**src/rtl/compare_arbiter.sv**
```systemverilog
// Purpose: round-robin share of one 64-bit subtract/compare datapath between two requesters.
// Latency: handshake at T, compare at T+1, response valid from T+2 until accepted (II = 3).
// Backpressure: one op in flight, no request accepted in CALC/RESP, RESP held until owner rsp_ready.
// Build option: CMP_UNSIGNED_EN enables the LTU op; without it LTU answers 0 with rsp_illegal set.
module compare_arbiter (
  input  logic        clk,
  input  logic        rst_n,
  input  logic        req0_valid,
  output logic        req0_ready,
  input  logic [63:0] req0_a,
  input  logic [63:0] req0_b,
  input  logic [1:0]  req0_op,
  input  logic        req1_valid,
  output logic        req1_ready,
  input  logic [63:0] req1_a,
  input  logic [63:0] req1_b,
  input  logic [1:0]  req1_op,
  output logic        rsp0_valid,
  input  logic        rsp0_ready,
  output logic        rsp1_valid,
  input  logic        rsp1_ready,
  output logic        rsp_result,
  output logic        rsp_illegal,
  output logic        busy
);

  typedef enum logic [1:0] {IDLE, CALC, RESP} state_t;

  state_t      state_q, state_d;
  logic        last_grant_q;
  logic        owner_q;
  logic [63:0] a_q, b_q;
  logic [1:0]  op_q;
  logic        result_q, illegal_q;
  logic        gnt0, gnt1, hs;
  logic [63:0] s;
  logic        eq, lt;
  logic        res_d, ill_d;

  // Round-robin grant: a lone requester wins, contention goes to the port not served last
  always_comb begin
    gnt0 = req0_valid & (~req1_valid | last_grant_q);
    gnt1 = req1_valid & (~req0_valid | ~last_grant_q);
  end

  // Ready only in IDLE; gated by rst_n so every output reads 0 while reset is held
  assign req0_ready = rst_n & (state_q == IDLE) & gnt0;
  assign req1_ready = rst_n & (state_q == IDLE) & gnt1;
  assign hs         = (req0_valid & req0_ready) | (req1_valid & req1_ready);

`ifdef CMP_UNSIGNED_EN
  logic c_o;
  assign {c_o, s} = {1'b0, a_q} + {1'b0, ~b_q} + 65'd1;
`else
  assign s = a_q + ~b_q + 64'd1;
`endif

  // Compare flags from the shared subtractor; signs that differ decide LT without overflow concerns
  always_comb begin
    eq = (s == 64'd0);
    lt = (a_q[63] != b_q[63]) ? a_q[63] : s[63];
  end

  // Select the outcome for the latched op
  always_comb begin
    res_d = 1'b0;
    ill_d = 1'b0;
    case (op_q)
      2'b00: res_d = eq;
      2'b01: res_d = lt;
      2'b10: begin
`ifdef CMP_UNSIGNED_EN
        res_d = ~c_o;
`else
        ill_d = 1'b1;
`endif
      end
      default: res_d = ~lt;
    endcase
  end

  // Next-state: accept in IDLE, one compare cycle, hold response until the owner takes it
  always_comb begin
    state_d = state_q;
    case (state_q)
      IDLE:    if (hs) state_d = CALC;
      CALC:    state_d = RESP;
      RESP:    if (owner_q ? rsp1_ready : rsp0_ready) state_d = IDLE;
      default: state_d = IDLE;
    endcase
  end

  // State register
  always_ff @(posedge clk or negedge rst_n) begin
    if (!rst_n) state_q <= IDLE;
    else        state_q <= state_d;
  end

  // Operand/owner capture at handshake, result capture in CALC; last_grant=1 lets port 0 win first
  always_ff @(posedge clk or negedge rst_n) begin
    if (!rst_n) begin
      last_grant_q <= 1'b1;
      owner_q      <= 1'b0;
      a_q          <= 64'd0;
      b_q          <= 64'd0;
      op_q         <= 2'b00;
      result_q     <= 1'b0;
      illegal_q    <= 1'b0;
    end else begin
      if (hs) begin
        owner_q      <= gnt1;
        last_grant_q <= gnt1;
        a_q          <= gnt1 ? req1_a  : req0_a;
        b_q          <= gnt1 ? req1_b  : req0_b;
        op_q         <= gnt1 ? req1_op : req0_op;
      end
      if (state_q == CALC) begin
        result_q  <= res_d;
        illegal_q <= ill_d;
      end
    end
  end

  assign rsp0_valid  = (state_q == RESP) & ~owner_q;
  assign rsp1_valid  = (state_q == RESP) &  owner_q;
  assign rsp_result  = result_q;
  assign rsp_illegal = illegal_q;
  assign busy        = (state_q != IDLE);

endmodule

```
**config.mk**
```make
export PLATFORM = sky130hd
export DESIGN_NAME = compare_arbiter
export DESIGN_NICKNAME = d
export VERILOG_FILES = /design/src/rtl/compare_arbiter.sv
export SDC_FILE = /design/constraint.sdc
export NUM_CORES = 1
export LEC_CHECK = 0
export BUFFER_PORTS_ARGS = -buffer_cell sky130_fd_sc_hd__buf_2
export CORE_MARGIN = 2
export CORE_UTILIZATION = 55
export CTS_CLUSTER_SIZE = 30
export DETAILED_ROUTE_END_ITERATION = 8
export GPL_TIMING_DRIVEN = 0
export PLACE_DENSITY = 0.86
export REMOVE_ABC_BUFFERS = 1
export SLEW_MARGIN = 20
export SYNTH_ARGS = -nofsm -noshare
export SYNTH_HDL_FRONTEND = slang
export SYNTH_SLANG_ARGS = --single-unit
```
**constraint.sdc**
```tcl
create_clock -name clk -period 6.9 [get_ports clk]
set_input_delay 0.69 -clock clk [delete_from_list [all_inputs] [get_ports clk]]
set_output_delay 0.69 -clock clk [all_outputs]
set_load 0.05 [all_outputs]
```
==> flow_summary_export.csv <==
group,metric,value,unit
outcome,status,"finished, final reports clean",
finish,instances_no_fill,1903,
finish,syn_to_final_growth,21.1,%
worst_setup_path,cp_max_fo,11,
logic_synthesis,ys_async_sr_fraction,1.00,
pwr,power,8.04,mW
clocking,htreeDepth,4,
worst_setup_path,crit_chain,"ha_1 > a21oi_1 > o21ai_1 > a2111oi_2 > a211o_1 > a211oi_2 > nand2b_1 > a21o_1 > a21o_1 > a221o_1 > a21oi_1 > fa_1 > nand3_1 > nor3_1 > nand4b_1 > or4_1 > or4_1 > nor4_2 > nand4_1 > nor4_2 > o2111ai_1 > nand2_1",
finish,nNetsFinal,1951,
worst_setup_path,r2r_start,"a_q[14]$_DFFE_PN0P_",
clocking,cts_sinks,136,
logic_synthesis,synth-edff-count,0,
place,pre_cts_slack,0.0399,ns
worst_setup_path,critPathBufInv,0,
job,cap_viol_max_count,0,
timing,tns,0,ns
place,gp_congestion,0.959,
timing,slew_viol_final,0,
logic_synthesis,avgSynthCellArea,8.07,um^2
routing,vias,11200,
routing,wl_per_cell,17.0,um
worst_setup_path,crit_family,"compound AO/OA/AOI/OAI gates",
finish,fillers,1634,
global_route,grt_max_degree,83,
routing,finalWirelength,32400,um
clocking,cts_inserted_buffers,17,
global_route,overflow,0,
finish,drive_gt1_frac,0.217,
worst_setup_path,crit_slowest_cell,"a2111oi_2",
floorplan,die_w,147,um
logic_synthesis,ys_ff_latch,136,
logic_synthesis,netlist_instances,1392,
worst_setup_path,reg2regPathDepth,22,
clocking,clkLatencyLatePin,0.43,ns
timing,postLayoutSetupSlackWorst,0.236,ns
worst_setup_path,reg2reg_slack,0.24,ns
floorplan,core,20200,um^2
global_route,grt_use_total,0.300,
timing,final_hold_viol_count,0,
routing,drt_iter0_markers,903,
clocking,clock-root-buffer,"clkbuf_16",
logic_synthesis,ys_seq_area_frac,0.303,
clocking,cts_tree,"yes",
routing,drc,0,
logic_synthesis,synth_flop_cell,"dfrtp_1",
worst_setup_path,arrival,7.02,ns
timing,setup_viol,0,
floorplan,die-area,21600,um^2
logic_synthesis,yosysWarnings,0,
timing,period_share,0.966,
worst_setup_path,slowest_delay,0.58,ns
clocking,post_cts_buffers,0,
logic_synthesis,ys_types,89,
pwr,leakage,6.57,nW
hold_path,hold_class,"in2async",
pwr,peakVddDrop,0.223,mV
routing,ant_nets,0,
clocking,cts_max_path_buffers,2,
worst_setup_path,start_kind,"register",
worst_setup_path,r2r_end,"rsp_result$_DFFE_PN0N_",
place,hpwl,26100,um
worst_setup_path,path_class,"reg2reg",
global_route,grt_pass1_wl,52500,um
worst_setup_path,worst_setup_path_end_kind,"register",
global_route,antenna_found_initial,0,
timing,slew_headroom,0.249,
timing,fmax,0.150,GHz
clocking,path_clk_slew,0.07,ns
worst_setup_path,worstPathRequired,7.26,ns
routing,firstDrtPassIters,5,
timing,period_minus_slack,6.66,ns
pwr,powerDensity,591,nW/um^2
floorplan,row_count,52,
timing,finClkSkew,0.0107,ns
timing,tightest_slew,1.10,ns
logic_synthesis,syn_area,11200,um^2
floorplan,die_h,147,um
floorplan,io_pins,273,
global_route,grt_pass1_vias,10700,
finish,diodes,0,
place,io_buffer_count,272,
place,place_inst,1871,
routing,viasPerCell,5.89,
floorplan,initial_core_util,0.557,
[worst max-delay path by stage]
stage                   startpoint                     end  cells after the start  slack (ns)
5_1_grt        b_q[34]$_DFFE_PN0P_  rsp_result$_DFFE_PN0N_                     24       -0.02
6_report       a_q[14]$_DFFE_PN0P_  rsp_result$_DFFE_PN0N_                     22        0.24
4_1_cts        a_q[14]$_DFFE_PN0P_  rsp_result$_DFFE_PN0N_                     22        0.04
3_3_place_gp            req0_valid      a_q[9]$_DFFE_PN0P_                      5       -9.80
3_5_place_dp   a_q[14]$_DFFE_PN0P_  rsp_result$_DFFE_PN0N_                     22        0.04
2_1_floorplan           req1_valid      a_q[0]$_DFFE_PN0P_                      6       -7.07
[cell families after synthesis]
logic type / count (synthesis) / synth area share
mux: 138 / 0.123
flops: 136 / 0.303
buf+inv: 166 / 0.0566
compound gates: 443 / 0.250
xor+xnor: 23 / 0.0179
simple gates: 421 / 0.176
fa+ha+maj: 65 / 0.0737
[Yosys cell counts (15+ instances only)]
| master | count | area share |
|---|---|---|
| clkbuf_1 | 67 | 0.022 |
| xnor2_1 | 15 | 0.012 |
| nand3_1 | 17 | 0.0076 |
| inv_1 | 87 | 0.029 |
| nor2_1 | 66 | 0.022 |
| nor3_1 | 16 | 0.0071 |
| a21o_1 | 19 | 0.013 |
| a21oi_1 | 87 | 0.039 |
| ha_1 | 63 | 0.070 |
| mux2i_1 | 136 | 0.12 |
| nand2_1 | 212 | 0.071 |
| nand4_1 | 18 | 0.010 |
| dfrtp_1 | 135 | 0.30 |
| o21ai_0 | 186 | 0.083 |
[routing by layer]
metal	routed length, um	vias up	part of all wire	GRT usage
met5	0	-	0	0
met4	300	0	0.0093	0.0611
met3	2370	35	0.073	0.0531
met2	14900	450	0.46	0.486
met1	14800	5219	0.46	0.425
li1	-	5513	-	-
[layout make-up]
cell class | count | area (um^2) | share of cell area
multi-input cells | 1090 | 7240 | 0.532
flip-flops and latches | 136 | 3400 | 0.250
repair buffers | 286 | 1730 | 0.127
clock buffers | 18 | 439 | 0.0323
well taps | 270 | 338 | 0.0248
inverters | 89 | 334 | 0.0246
clock inverters | 14 | 128 | 0.00938
[cells in the final DEF, fill, tap and decap left out, types with 16 or more instances in the layout]
master,count
buf_2,271
nand2_1,212
o21ai_0,186
mux2i_1,136
dfrtp_1,135
inv_1,87
a21oi_1,86
nor2_1,65
ha_1,62
a21o_1,19
nand4_1,18
nand3_1,17
clkbuf_16,17
nor3_1,16
[registers in the layout, summed over array words and instances (netlist names)]
register,count
rsp_illegal,1
rsp_result,1
a_q,64
owner_q,1
op_q,2
state_q,2
last_grant_q,1
b_q,64
[metrics by stage]
stage / hold slack, ns / cell area, um^2 / util
final: 0.157 / 13600 / 0.675
after global routing: 0.189 / 13600 / 0.675
after CTS: 0.172 / 13600 / 0.674
after detailed placement: 0.463 / 13000 / 0.646
after global placement: 0.461 / 12600 / 0.627
after floorplan: 0.394 / 10900 / -
[power by group]
group          internal, mW  total [mW]  switching, mW
sequential             1.18        1.40          0.223
combinational          2.12        5.75           3.62
clock                 0.485       0.888          0.404
[timing repair]
action | CTS | global route
setup endpoints to repair | 0 | 1
hold buffers | 0 | 0
resized for setup | 0 | 4
Power figures use the tool's default switching activity.
